`src/rtl/nibble_serial_add_ctrl_if.sv`:
```
// Handshake, operand/result and 4-bit slice signals of the nibble-serial adder controller.
// The slave modport is the controller; the master is the user logic plus the external slice.
interface nibble_serial_add_ctrl_if #(
  parameter int WIDTH = 16
);
  logic             start;
  logic [WIDTH-1:0] A;
  logic [WIDTH-1:0] B;
  logic             c_in;
  logic             busy;
  logic             done;
  logic [WIDTH-1:0] Sum;
  logic             CO;
  logic [3:0]       slice_A;
  logic [3:0]       slice_B;
  logic             slice_cin;
  logic [3:0]       slice_Sum;
  logic             slice_CO;

  modport master (
    output start, A, B, c_in, slice_Sum, slice_CO,
    input  busy, done, Sum, CO, slice_A, slice_B, slice_cin
  );

  modport slave (
    input  start, A, B, c_in, slice_Sum, slice_CO,
    output busy, done, Sum, CO, slice_A, slice_B, slice_cin
  );
endinterface

```
`src/rtl/nibble_serial_add_ctrl.sv`:
```
// Adds two WIDTH-bit operands one nibble per clock through an external 4-bit slice; result after NIB+1 edges.
// No backpressure: start is taken only in IDLE, ignored (not queued) in RUN/DONE; done is a one-cycle pulse.
module nibble_serial_add_ctrl #(
  parameter  int WIDTH = 16,
  localparam int NIB   = WIDTH / 4
) (
  input  logic                    Clk,
  input  logic                    Reset,
  nibble_serial_add_ctrl_if.slave bus
);

  localparam int CW = (NIB > 1) ? $clog2(NIB) : 1;

  typedef enum logic [1:0] {
    IDLE = 2'd0,
    RUN  = 2'd1,
    DONE = 2'd2
  } state_t;

  state_t              state;
  logic [CW-1:0]       cnt;
  logic                carry_r;
  logic [NIB-1:0][3:0] a_r;
  logic [NIB-1:0][3:0] b_r;
  logic [NIB-1:0][3:0] part_r;
  logic [NIB-1:0][3:0] fin;
  logic [WIDTH-1:0]    sum_r;
  logic                co_r;
  logic                last_nib;

  assign last_nib = (cnt == CW'(NIB - 1));

  // Final result merges the last slice nibble directly, so Sum is ready on entry to DONE.
  always_comb begin
    fin          = part_r;
    fin[NIB-1]   = bus.slice_Sum;
  end

  always_comb begin
    bus.slice_A   = 4'd0;
    bus.slice_B   = 4'd0;
    bus.slice_cin = 1'b0;
    if (state == RUN) begin
      bus.slice_cin = carry_r;
      for (int i = 0; i < NIB; i++) begin
        if (cnt == CW'(i)) begin
          bus.slice_A = a_r[i];
          bus.slice_B = b_r[i];
        end
      end
    end
  end

  always_ff @(posedge Clk or posedge Reset) begin
    if (Reset) begin
      state   <= IDLE;
      cnt     <= '0;
      carry_r <= 1'b0;
      a_r     <= '0;
      b_r     <= '0;
      part_r  <= '0;
      sum_r   <= '0;
      co_r    <= 1'b0;
    end else begin
      case (state)
        IDLE: begin
          if (bus.start) begin
            a_r     <= bus.A;
            b_r     <= bus.B;
            carry_r <= bus.c_in;
            cnt     <= '0;
            part_r  <= '0;
            state   <= RUN;
          end
        end
        RUN: begin
          for (int i = 0; i < NIB; i++) begin
            if (cnt == CW'(i)) begin
              part_r[i] <= bus.slice_Sum;
            end
          end
          carry_r <= bus.slice_CO;
          cnt     <= cnt + 1'b1;
          if (last_nib) begin
            sum_r <= fin;
            co_r  <= bus.slice_CO;
            state <= DONE;
          end
        end
        DONE: begin
          state <= IDLE;
        end
        default: begin
          state <= IDLE;
        end
      endcase
    end
  end

  assign bus.busy = (state == RUN);
  assign bus.done = (state == DONE);
  assign bus.Sum  = sum_r;
  assign bus.CO   = co_r;

endmodule

```
`src/flat_wrapper.sv`:
```
// flat-port wrapper written by rule: the top's interface ports become plain ports
module nibble_serial_add_ctrl_flat 
#(
  parameter  int WIDTH = 16,
  localparam int NIB   = WIDTH / 4
)
  (Clk, Reset, bus_start, bus_A, bus_B, bus_c_in, bus_slice_Sum, bus_slice_CO, bus_busy, bus_done, bus_Sum, bus_CO, bus_slice_A, bus_slice_B, bus_slice_cin);
  nibble_serial_add_ctrl_if #(.WIDTH(WIDTH)) bus_i ();
  input  logic Clk;
  input  logic Reset;
  input wire logic [$bits(bus_i.start)-1:0] bus_start;
  input wire logic [$bits(bus_i.A)-1:0] bus_A;
  input wire logic [$bits(bus_i.B)-1:0] bus_B;
  input wire logic [$bits(bus_i.c_in)-1:0] bus_c_in;
  input wire logic [$bits(bus_i.slice_Sum)-1:0] bus_slice_Sum;
  input wire logic [$bits(bus_i.slice_CO)-1:0] bus_slice_CO;
  output wire logic [$bits(bus_i.busy)-1:0] bus_busy;
  output wire logic [$bits(bus_i.done)-1:0] bus_done;
  output wire logic [$bits(bus_i.Sum)-1:0] bus_Sum;
  output wire logic [$bits(bus_i.CO)-1:0] bus_CO;
  output wire logic [$bits(bus_i.slice_A)-1:0] bus_slice_A;
  output wire logic [$bits(bus_i.slice_B)-1:0] bus_slice_B;
  output wire logic [$bits(bus_i.slice_cin)-1:0] bus_slice_cin;
  assign bus_i.start = bus_start;
  assign bus_i.A = bus_A;
  assign bus_i.B = bus_B;
  assign bus_i.c_in = bus_c_in;
  assign bus_i.slice_Sum = bus_slice_Sum;
  assign bus_i.slice_CO = bus_slice_CO;
  assign bus_busy = bus_i.busy;
  assign bus_done = bus_i.done;
  assign bus_Sum = bus_i.Sum;
  assign bus_CO = bus_i.CO;
  assign bus_slice_A = bus_i.slice_A;
  assign bus_slice_B = bus_i.slice_B;
  assign bus_slice_cin = bus_i.slice_cin;
  nibble_serial_add_ctrl #(.WIDTH(WIDTH)) u_core (.Clk(Clk), .Reset(Reset), .bus(bus_i));
endmodule
```
`config.mk`:
```
export PLATFORM = sky130hd
export DESIGN_NAME = nibble_serial_add_ctrl_flat
export DESIGN_NICKNAME = d
export VERILOG_FILES = /design/src/rtl/nibble_serial_add_ctrl_if.sv /design/src/rtl/nibble_serial_add_ctrl.sv /design/src/flat_wrapper.sv
export SDC_FILE = /design/constraint.sdc
export NUM_CORES = 1
export LEC_CHECK = 0
export ABC_AREA = 1
export CORE_MARGIN = 4
export CORE_UTILIZATION = 50
export CTS_CLUSTER_SIZE = 30
export DETAILED_ROUTE_END_ITERATION = 10
export GPL_TIMING_DRIVEN = 0
export PLACE_DENSITY_LB_ADDON = 0.08
export SYNTH_ARGS = -nofsm -noshare
export SYNTH_HDL_FRONTEND = slang
export SYNTH_SLANG_ARGS = --single-unit
```
`constraint.sdc`:
```
create_clock -name Clk -period 2.4 [get_ports Clk]
set_input_delay 0.36 -clock Clk [delete_from_list [all_inputs] [get_ports Clk]]
set_output_delay 0.36 -clock Clk [all_outputs]
set_load 0.01 [all_outputs]
```
Yosys cells after proc, flatten, opt, wreduce, memory -nomap -nowiden
Cells that the tools add are included.

storage, ports and cells
  flip-flop bits (word level) = 66
  input bits = 41
  output and inout bits = 28
  word-level logic and storage cells = 60

cells by class
  add/sub/neg operators = 1
  equality and inequality tests = 10
  mux-type cells = 23
  reduce and logical (&&, ||, !) cells = 10

operator list
  kind                   count
  $mux W4                13
  $pmux W12 S2           1
  $mux W12               1
  $reduce_and A3 Y1      3
  $ne A2 B1 Y1 const B   4
  $pmux W2 S2            2
  $reduce_and A2 Y1      4
  $eq A2 B2 Y1 const B   3
  $mux W2                3
  $eq A2 B1 Y1 const B   2
  $logic_not A2 Y1       2
  $add A2 B1 Y2 const B  1
  $mux W1                2
  $ne A2 B2 Y1 const B   1
  $pmux W1 S2            1
  $reduce_bool A2 Y1     1

Longest topological paths before layout
Gate-level depths: netlist of the first run.

  depth after elaboration = 6
  gate-level depth with buffers = 8
  mapped depth without buffers = 8

Worst setup path before layout of the first run
Ideal clock, no wire load.

  path type = register to output
  from = reg u_core.cnt[0]
  to = out bus_slice_A[1]
  data arrival time = 1.321 ns
  required time = 2.040 ns
  path slack = 0.719 ns
  stages on the path, launching flop included = 8
  path buffers = 1
  path through = dfrtp_1 ha_1 buf_2 nor2_1 nand2_1 nand2_1 nand2_1 nand2_1

on the way
  longest elaborated chain between the ends = 6
  elaborated cells on any way between the ends = 9
  those cells by class = eq/ne: 3; mux: 5; reduce/logical: 1

ends and longest elaborated chain
  element                 RTL line                      source
  start, declared         nibble_serial_add_ctrl.sv:21  logic [CW-1:0] cnt;
  start signal, assigned  nibble_serial_add_ctrl.sv:83  cnt <= cnt + 1'b1;
  $logic_not A2 Y1        nibble_serial_add_ctrl.sv:46  if (cnt == CW'(i)) begin
  $mux W4 (3 in series)   nibble_serial_add_ctrl.sv:46
  $mux W4 (*)             nibble_serial_add_ctrl.sv:46
  $mux W4 (*)             nibble_serial_add_ctrl.sv:43  if (state == RUN) begin
  end, declared           flat_wrapper.sv:21            output wire logic [$bits(bus_i.slice_A)-1:0] bus_slice_A;

Every way passes the cells marked *; elsewhere a longest branch is shown, timed or not.

Worst setup path after layout of the first run
  from = reg u_core.cnt[1]
  to = out bus_slice_B[2]

on the way
  longest elaborated chain between the ends = 6
  elaborated cells on any way between the ends = 9
  those cells by class = eq/ne: 3; mux: 5; reduce/logical: 1

ends and longest elaborated chain
  element                RTL line                      source
  $logic_not A2 Y1       nibble_serial_add_ctrl.sv:46
  $mux W4 (3 in series)  nibble_serial_add_ctrl.sv:46
  $mux W4 (*)            nibble_serial_add_ctrl.sv:46
  $mux W4 (*)            nibble_serial_add_ctrl.sv:43
  end, declared          flat_wrapper.sv:22            output wire logic [$bits(bus_i.slice_B)-1:0] bus_slice_B;

Marks and branches as above.

==> run summary, run 1 <==
hold crit path type - primary input to async pin
clock share of power - 17.0%
area of the core - 5640 sq um
CP Data Arrival Time - 1.90 ns
largest net degree at the start of global routing - 45
diode count - 0
commonest non-fill, non-tap cells in the layout - nand2_1, dfrtp_1, clkdlybuf4s50_1
Synthesized Nets - 425
switching share of power - 39.7%
Crit Path Max Fanout - 10
worst rel slew slack - 66.3%
final worst path period share - 94.1%
buffers plus inverters on the worst setup path - 4
vias in the first global route - 2548
M1 GR Usage - 24.6%
total power - 0.00505 W
final wirelength - 7000 um
Clock Sinks - 66
grt ovf - 0
startpoint types - register
CTS tree - built
worst-path cell with the longest stage delay - dfrtp_1
Initial Utilization - 53.0%
routed len/inst - 12.9 um
buffer levels on the longest clock path - 2
FF-to-FF path depth - 8
GR Util met2 - 35.2%
status - finished clean
Finished Layout Cells - 542
die height - 85.3 um
Area growth, synth to finish - 34.3%
antenna violations before repair - 0
post-synth cell types - 19
clock transition at the registers of the reported paths - 0.07 ns
Fmax - 443 MHz
hold-fix buffers at CTS - 0
Worst Slack Setup Final - 0.143 ns
# setup viols final - 0
worst-margin pin slew - 0.505 ns
FF+latch count, synth - 66
combinational share of power - 46.4%
Clk Latency, worst-skew pair - 0.34 ns
max_cap viols - 0
num ports - 69
PwrDens - 1260 nW/um^2
number of fill cells - 476
GR Util met3 - 3.30%
crit path kind - register to primary output
row cnt - 27
Die Width - 85.3 um
TritonRoute pass-1 iters - 4
switching power - 0.00201 W
Post-DP HPWL - 5090 um
Fin. Hold Viols - 0
Cells after DPL - 520
Static Leak - 2.16 nW
commonest non-fill, non-tap cell in the layout - nand2_1
via count - 2642
fin nets - 510
CTS root buffer - clkbuf_8
CP peak stage delay - 0.41 ns
DRT antenna net count - 0
cells along the critical path - buf_4, ha_1, buf_4, clkinv_4, nor2_1, nor2_1, nand2_1, nand2_1, dlygate4sd2_1
post-synthesis sequential area ratio - 55.2%
family with the most delay on the worst path - buffers and inverters
Yosys warnings - 0
die area - 7280 sq um
Final Skew - 0.00583 ns
Most Used Layer, Global Route - met2
pre-CTS setup slack - -0.145 ns
min Tclk post-route - 2.26 ns
Port Buf Inserts - 67
all-layer global routing usage - 20.3%
routability cong. - 0.811
1st-iter DRT viols - 120
hold slack - 0.374 ns
Worst path depth - 9
total CTS buffers - 9
syn avg cell area - 7.87 sq um
# DRC - 0
Slew Viols, Final - 0
VDD IR max - 631 uV
vias per cell - 4.87
# H-tree levels - 3
synthesized area - 2990 sq um
share of cells above drive strength 1 - 11.5%
first-pass GRT wire length - 11800 um
Syn Inst Count - 380
CP endpoint kind - primary output
Reg power frac - 36.6%
Critical Path RT - 2.04 ns
internal cell power - 0.00304 W
[final timing paths]
kind                                               startpoint                       endpoint  slack, ns
worst max-delay path                u_core.cnt[1]$_DFFE_PP0P_                 bus_slice_B[2]       0.14
worst min-delay path                                    Reset  u_core.bus.Sum[5]$_DFFE_PP0P_       0.37
worst max register to register      u_core.cnt[0]$_DFFE_PP0P_     u_core.fin[11]$_DFFE_PP0P_       0.93
worst min register to register  u_core.bus.Sum[7]$_DFFE_PP0P_  u_core.bus.Sum[7]$_DFFE_PP0P_       0.47
max in group asynchronous                               Reset     u_core.a_r[14]$_DFFE_PP0P_       1.43
min in group Clk                                    bus_start      u_core.a_r[4]$_DFFE_PP0P_       0.40
[state kept, by name (all words and copies together), names as in the netlist]
name,count
u_core.carry_r,1
u_core.fin,12
u_core.bus.CO,1
u_core.bus.Sum,16
u_core.state,2
u_core.cnt,2
u_core.b_r,16
u_core.a_r,16
[cell families (layout without fill, tap and decap cells)]
group           after synthesis  in the layout  share of synthesized area (%)
compound gates               19             19                           3.64
buf+inv                      35            125                           5.19
flops                        66             66                           55.2
fa+ha+maj                     4              4                           1.67
simple gates                256            256                           34.3
[per-layer routing]
| metal | vias to the layer above | routed length (um) |
|---|---|---|
| met2 | 61 | 3580 |
| met3 | 15 | 355 |
| met1 | 1214 | 2940 |
| met5 | - | 0 |
| li1 | 1352 | - |
| met4 | 0 | 123 |
[synth_stat cells]
library cell / count / area, sq um
nor2_1: 24 / 90.1
o21ai_1: 5 / 25.0
nand2_2: 2 / 12.5
o211ai_1: 1 / 7.51
a21oi_1: 8 / 40.0
inv_1: 14 / 52.6
clkinv_1: 1 / 3.75
dfrtp_1: 66 / 1650
inv_2: 2 / 7.51
nand2_1: 189 / 709
buf_4: 2 / 15.0
nor2_2: 1 / 6.26
clkbuf_1: 3 / 11.3
o21ai_0: 2 / 10.0
nor2_4: 1 / 11.3
o21ai_2: 3 / 26.3
ha_1: 4 / 50.1
buf_2: 13 / 65.1
nand3_1: 39 / 195
[through the flow]
step                      setup TNS, ns  instance area, sq um  utilization, %
after floorplan                       0                  2990               -
after global placement           -46.72                  3750            66.5
after detailed placement         -0.855                  3770            66.8
after CTS                             0                  4010            71.1
after global routing            -0.0137                  4020            71.2
final                                 0                  4020            71.2
[worst reg2reg max path: stages, from the launching register on]
cell	delay, ns
dfrtp_1	0.41
inv_1	0.10
ha_1	0.15
buf_4	0.18
clkinv_4	0.12
nand3_1	0.10
nand3_1	0.15
nand2_1	0.10
nand2_1	0.05
[power groups by stage]
stage / logic (W) / clock network, W / registers, W
5_1_grt: 0.00264 / 0.000917 / 0.00191
3_5_place_dp: 0.00229 / 0 / 0.00186
3_3_place_gp: 0.00223 / 0 / 0.00184
6_report: 0.00235 / 0.000859 / 0.00185
4_1_cts: 0.00235 / 0.000871 / 0.00184
2_1_floorplan: 0.00135 / 0 / 0.00186
[area by class of cell]
cell class	count	area, sq um	area share (%)
clock buffers	14	173	4.30
multi-input cells	279	1200	29.8
clock inverters	2	10.0	0.249
plain buffers	18	103	2.55
inverters	17	68.8	1.71
flip-flops and latches	66	1650	41.1
repair buffers	74	722	18.0
well taps	72	90.1	2.24
[repair_timing]
action	CTS	global route
buffers inserted	5	1
pin swaps	1	1
gates resized for setup	19	5
setup endpoints to repair	8	2
Note: power is estimated with default switching activity, not from simulation.
==> run 2, diff against run 1 <==
--- a/config.mk
+++ b/config.mk
@@ -5,7 +5,6 @@
 export SDC_FILE = /design/constraint.sdc
 export NUM_CORES = 1
 export LEC_CHECK = 0
-export ABC_AREA = 1
 export CORE_MARGIN = 4
 export CORE_UTILIZATION = 50
 export CTS_CLUSTER_SIZE = 30
==> run 2 against run 1 <==
Net effect:
- die area down 0.83%
- clock skew increased by 0.0028 ns
- sequential power rose by 5%
- utilization is 3.3 points higher
- largest power group unchanged
- largest cell class unchanged
- highest routed layer unchanged
- maximum frequency is 4.0% lower
==> run summary, run 2 <==
Synth area leader - dfrtp_1
Post-DP HPWL - 4830 um (-5.1%)
Static Leak - 2.05 nW (-5.0%)
design area - 4200 sq um (+4.6%)
first-pass GRT wire length - 11900 um (+0.94%)
Final Skew - 0.00860 ns (+0.00277 ns)
row cnt - 27 (unchanged)
Critical Path RT - 2.04 ns (about the same)
Metal-1 WL - 3080 um (+4.7%)
CTS root buffer - clkbuf_8
grt ovf - 0 (unchanged)
routed len/inst - 16.3 um (+26%)
CTS tree - built
CP Data Arrival Time - 1.99 ns (+0.09 ns)
total power - 0.00585 W (+16%)
area of the core - 5640 sq um (unchanged)
pre-CTS setup slack - -0.279 ns (-0.135 ns)
Crit Path Max Fanout - 6 (-4)
final worst path period share - 98.0% (+3.9 points)
all-layer global routing usage - 20.9% (+0.61 points)
Post-synth EDFFs - 0 (unchanged)
hold-fix buffers at CTS - 0 (unchanged)
clock transition at the registers of the reported paths - 0.08 ns (about the same)
synthesized area - 2960 sq um (-0.92%)
hold slack - 0.412 ns (+0.0379 ns)
commonest non-fill, non-tap cell in the layout - nand2_1
hold crit path type - primary input to async pin
DRT antenna net count - 0 (unchanged)
fin nets - 408 (-20%)
RSZ-0062 raised after global routing - true
vias per cell - 5.24 (+7.6%)
status - finished clean
Die Width - 85.0 um (-0.42%)
# DRC - 0 (unchanged)
synth top area cells - dfrtp_1, nand2_1, a32o_1, mux2_4, buf_6
Fin. Hold Viols - 0 (unchanged)
post-synthesis sequential area ratio - 55.7% (+0.51 points)
number of fill cells - 395 (-17%)
max_cap viols - 0 (unchanged)
die height - 85.0 um (-0.42%)
# setup viols final - 0 (unchanged)
VDD IR max - 872 uV (+38%)
syn avg cell area - 10.9 sq um (+38%)
Slew Viols, Final - 0 (unchanged)
Worst Slack Setup Final - 0.0484 ns (-0.0942 ns)
final wirelength - 7180 um (+2.6%)
Finished Layout Cells - 440 (-19%)
Cells after DPL - 414 (-20%)
worst-margin pin slew - 0.706 ns (+0.200 ns)
1st-iter DRT viols - 105 (-13%)
most frequently used flop master after synthesis - dfrtp_1
crit path kind - register to primary output
antenna violations before repair - 0 (unchanged)
Fmax - 425 MHz (-4.0%)
share of cells above drive strength 1 - 26.1% (+15 points)
post-synth top area share - 55.7% (+0.51 points)
largest net degree at the start of global routing - 39 (-13%)
diode count - 0 (unchanged)
min Tclk post-route - 2.35 ns (+0.0942 ns)
commonest non-fill, non-tap cells in the layout - nand2_1, dfrtp_1, clkdlybuf4s50_1
async set or reset register ratio after synthesis - 100% (unchanged)
FF+latch count, synth - 66 (unchanged)
Initial Utilization - 52.5% (-0.49 points)
startpoint types - register
PwrDens - 1390 nW/um^2 (+11%)
highest routed layer - met4
dpl cell area - 3750 sq um (-0.46%)
TritonRoute pass-1 iters - 4 (unchanged)
die area - 7220 sq um (-0.83%)
Port Buf Inserts - 68 (+1.5%)
via count - 2307 (-13%)
total CTS buffers - 9 (unchanged)
wire length on met2 - 3590 um (+0.17%)
# H-tree levels - 3 (unchanged)
worst rel slew slack - 52.9% (-13 points)
Area growth, synth to finish - 41.8%
post-synth cell types - 28 (+9)
Synthesized Nets - 318 (-25%)
synth cell count leaders - nand2_1, dfrtp_1, a32o_1
Clock Sinks - 66 (unchanged)
num ports - 69 (unchanged)
Clk Latency, worst-skew pair - 0.34 ns (about the same)
vias in the first global route - 2383 (-6.5%)
CP endpoint kind - primary output
buffer levels on the longest clock path - 2 (unchanged)
DR WL met3 - 424 um (+19%)
most common cell in the netlist - nand2_1
routability cong. - 0.824 (+1.6%)
Syn Inst Count - 273 (-28%)
Yosys warnings - 0 (unchanged)
-- run 2: changes by cell type in the layout (fill, tap and decap cells not counted), sizes merged, moves of 7 or more --
cell         delta
a32o           +14
buf            +10
dlygate4sd2     -7
inv            -11
mux2           +17
nand2          -90
nand3          -31
nor2           -26
nor2b           +8
-- run 2: layer usage --
metal / track usage [%] / vias to the layer above
met3: 4.37 / 7
met1: 27.7 / 1128
met2: 33.8 / 60
met5: 0 / -
li1: - / 1112
met4: 8.20 / 0
-- run 2: worst max-delay path, cell delays in order, from the launching register on --
cell,delay (ns)
dfrtp_1,0.41
inv_2,0.11
ha_1,0.16
clkbuf_8,0.12
and2b_4,0.22
buf_4,0.14
a221oi_4,0.05
o41ai_2,0.24
buf_2,0.19
-- run 2: stage by stage --
step / setup TNS, ns / util (%)
final: 0 / 74.5
after global routing: -0.0293 / 74.5
after CTS: -0.00334 / 73.9
after detailed placement: -1.41 / 66.5
after global placement: -50.65 / 66.2
after floorplan: 0 / -
-- run 2: report_power, final --
group	switching [W]	leakage [nW]	total (W)	internal (W)
Clock	0.000434	0.123	0.00112	0.000689
Sequential	0.000329	0.829	0.00194	0.00161
Combinational	0.00135	1.10	0.00278	0.00143
-- run 2: repair_timing --
item                       CTS  global route
setup buffers                8             3
pin swaps                    6             3
resized for setup           59            20
setup endpoints to repair   10             9
-- run 2: area by class of cell --
class / instances / area, sq um / area share, %
sequential: 66 / 1650 / 39.4
multi-input combinational: 183 / 1270 / 30.3
timing repair buffer: 80 / 749 / 17.8
buffer: 18 / 176 / 4.20
clock buffer: 9 / 124 / 2.95
clock inverter: 7 / 118 / 2.80
tap: 72 / 90.1 / 2.14
inverter: 5 / 18.8 / 0.447
-- run 2: final timing paths --
| path | endpoint | slack (ns) | start | cells after the start |
|---|---|---|---|---|
| max in group asynchronous | u_core.cnt[0]$_DFFE_PP0P_ | 1.34 | Reset | 3 |
| hold reg to reg | u_core.b_r[4]$_DFFE_PP0P_ | 0.48 | u_core.b_r[4]$_DFFE_PP0P_ | 2 |
| setup reg to reg | u_core.fin[1]$_DFFE_PP0P_ | 0.72 | u_core.state[1]$_DFFE_PP0P_ | 4 |
| setup / recovery | bus_slice_A[1] | 0.05 | u_core.cnt[1]$_DFFE_PP0P_ | 8 |
| hold / removal | u_core.a_r[12]$_DFFE_PP0P_ | 0.41 | Reset | 2 |
| min in group Clk | u_core.b_r[4]$_DFFE_PP0P_ | 0.48 | u_core.b_r[4]$_DFFE_PP0P_ | 2 |
-- run 2: logic make-up (layout without fill, tap and decap cells) --
family	after synthesis	after routing	synth area share, %
AND/OR/NAND/NOR	125	125	18.5
flip-flops	66	66	55.7
AO/OA/AOI/OAI	37	37	10.9
buffers and inverters	24	119	5.57
multiplexers	17	17	7.60
adder cells (fa/ha/maj)	4	4	1.69
==> run 3, diff against run 2 <==
--- a/config.mk
+++ b/config.mk
@@ -5,7 +5,6 @@
 export SDC_FILE = /design/constraint.sdc
 export NUM_CORES = 1
 export LEC_CHECK = 0
-export CORE_MARGIN = 4
 export CORE_UTILIZATION = 50
 export CTS_CLUSTER_SIZE = 30
 export DETAILED_ROUTE_END_ITERATION = 10
==> run 3 against run 2 <==
Net effect:
- clock skew is 0.0019 ns lower
- largest power group unchanged
- first-iteration DRC count is 27% higher
- combinational power is 2% lower
- critical path type unchanged
==> run summary, run 3 (same netlist as run 2, synthesis figures left out) <==
die area - 6240 sq um (-14%)
pre-CTS setup slack - -0.301 ns (-0.0215 ns)
DRT antenna net count - 0 (unchanged)
Port Buf Inserts - 68 (unchanged)
hold-fix buffers at CTS - 0 (unchanged)
die height - 79.0 um (-7.1%)
Initial Utilization - 52.8% (+0.32 points)
# DRC - 0 (unchanged)
worst-margin pin slew - 0.648 ns (-0.0574 ns)
area of the core - 5610 sq um (-0.60%)
clock transition at the registers of the reported paths - 0.08 ns (about the same)
Finished Layout Cells - 443 (+0.68%)
reg-to-reg endpoint - u_core.bus.Sum[0]$_DFFE_PP0P_
hold slack - 0.387 ns (-0.0251 ns)
vias per cell - 5.30 (+1.1%)
Slew Viols, Final - 0 (unchanged)
1st-iter DRT viols - 133 (+27%)
worst rel slew slack - 56.7% (+3.8 points)
CP Data Arrival Time - 1.99 ns (about the same)
# H-tree levels - 3 (unchanged)
final worst path period share - 98.0% (about the same)
vias in the first global route - 2322 (-2.6%)
# setup viols final - 0 (unchanged)
PwrDens - 1370 nW/um^2 (-1.9%)
Static Leak - 2.01 nW (-2.1%)
all-layer global routing usage - 24.0% (+3.0 points)
CP endpoint kind - primary output
Clk Latency, worst-skew pair - 0.34 ns (about the same)
commonest non-fill, non-tap cell in the layout - nand2_1
status - finished clean
via count - 2349 (+1.8%)
final wirelength - 6760 um (-5.9%)
commonest non-fill, non-tap cells in the layout - nand2_1, dfrtp_1, clkdlybuf4s50_1
CTS root buffer - clkbuf_8
hold crit path type - primary input to async pin
Fmax - 425 MHz (about the same)
row cnt - 27 (unchanged)
routability cong. - 0.785 (-4.7%)
Post-DP HPWL - 4400 um (-9.0%)
crit path kind - register to primary output
CP peak stage delay - 0.41 ns (about the same)
VDD IR max - 677 uV (-22%)
grt ovf - 0 (unchanged)
startpoint types - register
Area growth, synth to finish - 39.7%
fin nets - 411 (+0.74%)
number of fill cells - 409 (+3.5%)
buffer levels on the longest clock path - 2 (unchanged)
antenna violations before repair - 0 (unchanged)
Cells after DPL - 414 (unchanged)
min Tclk post-route - 2.35 ns (+0.00113 ns)
FF/Latch Area - 1650 sq um (about the same)
Fin. Hold Viols - 0 (unchanged)
Critical Path RT - 2.04 ns (about the same)
cells along the critical path - inv_2, ha_4, buf_8, and2b_4, buf_4, a221oi_2, o41ai_2, clkbuf_2
Die Width - 79.0 um (-7.1%)
area of the multi-input gates - 1200 sq um (-5.3%)
share of cells above drive strength 1 - 24.5% (-1.6 points)
total CTS buffers - 9 (unchanged)
routed len/inst - 15.3 um (-6.5%)
max_cap viols - 0 (unchanged)
Crit Path Max Fanout - 6 (unchanged)
FF-to-FF setup slack - 0.76 ns (+0.04 ns)
worst-path cell with the longest stage delay - dfrtp_1
first-pass GRT wire length - 11100 um (-6.2%)
diode count - 0 (unchanged)
FF-to-FF path depth - 5 (+1)
num ports - 69 (unchanged)
reg2reg start - u_core.cnt[0]$_DFFE_PP0P_
TritonRoute pass-1 iters - 4 (unchanged)
largest net degree at the start of global routing - 41 (+5.1%)
Worst Slack Setup Final - 0.0472 ns (-0.00113 ns)
CTS tree - built
Clock Sinks - 66 (unchanged)
Final Skew - 0.00673 ns (-0.00187 ns)
run 3: how the worst max path moves through the flow:
stage / cells after the start / slack, ns / from / to
floorplan: 1 / 0.39 / Reset / u_core.a_r[0]$_DFFE_PP0P_
global placement: 2 / -0.70 / Reset / u_core.b_r[10]$_DFFE_PP0P_
detailed placement: 7 / -0.30 / u_core.cnt[0]$_DFFE_PP0P_ / bus_slice_A[2]
CTS: 7 / -0.08 / u_core.cnt[1]$_DFFE_PP0P_ / bus_slice_B[2]
global route: 8 / -0.03 / u_core.cnt[1]$_DFFE_PP0P_ / bus_slice_B[2]
finish: 8 / 0.05 / u_core.cnt[1]$_DFFE_PP0P_ / bus_slice_B[2]
run 3: timing repair:
action                                  CTS  global route
pin swaps                                 6             3
resized for setup                        52            14
buffers inserted                          3            12
endpoints found under the setup margin    9             8
run 3: critical path: cells and delay by family, from the launching register on:
| family | cells | cell delay [ns] |
|---|---|---|
| adders and majority gates | 1 | 0.16 |
| AOI/OAI and AO/OA | 2 | 0.36 |
| DFF | 1 | 0.41 |
| buffers and inverters | 4 | 0.53 |
| and+or+nand+nor | 1 | 0.19 |
run 3: final cells by class:
type                       instances  share of cell area [%]
sequential                        66                    39.9
inverter                           5                   0.454
timing repair buffer              83                    18.7
buffer                            18                    4.41
clock buffer                       9                    2.99
multi-input combinational        183                    29.1
clock inverter                     7                    2.27
tap                               72                    2.18
run 3: routing by layer:
metal	global-route usage (%)	up-vias	routed length (um)
met5	0	-	0
met1	31.0	1154	2950
met2	37.8	71	3420
li1	-	1119	-
met3	5.75	5	309
met4	11.6	0	72
run 3: through the flow:
stage               power, W  instance area (sq um)  utilization [%]  TNS (ns)
global placement     0.00428                   3730             66.6    -47.26
floorplan            0.00339                   2960                -         0
CTS                  0.00543                   4030             71.8    -0.158
detailed placement   0.00434                   3750             66.9     -1.53
global route         0.00602                   4140             73.8   -0.0324
finish               0.00565                   4140             73.8         0
run 3: report_power, final:
group / switching [W] / total [W] / internal [W]
Clock: 0.000435 / 0.00102 / 0.000582
Sequential: 0.000299 / 0.00191 / 0.00161
Combinational: 0.00130 / 0.00272 / 0.00142
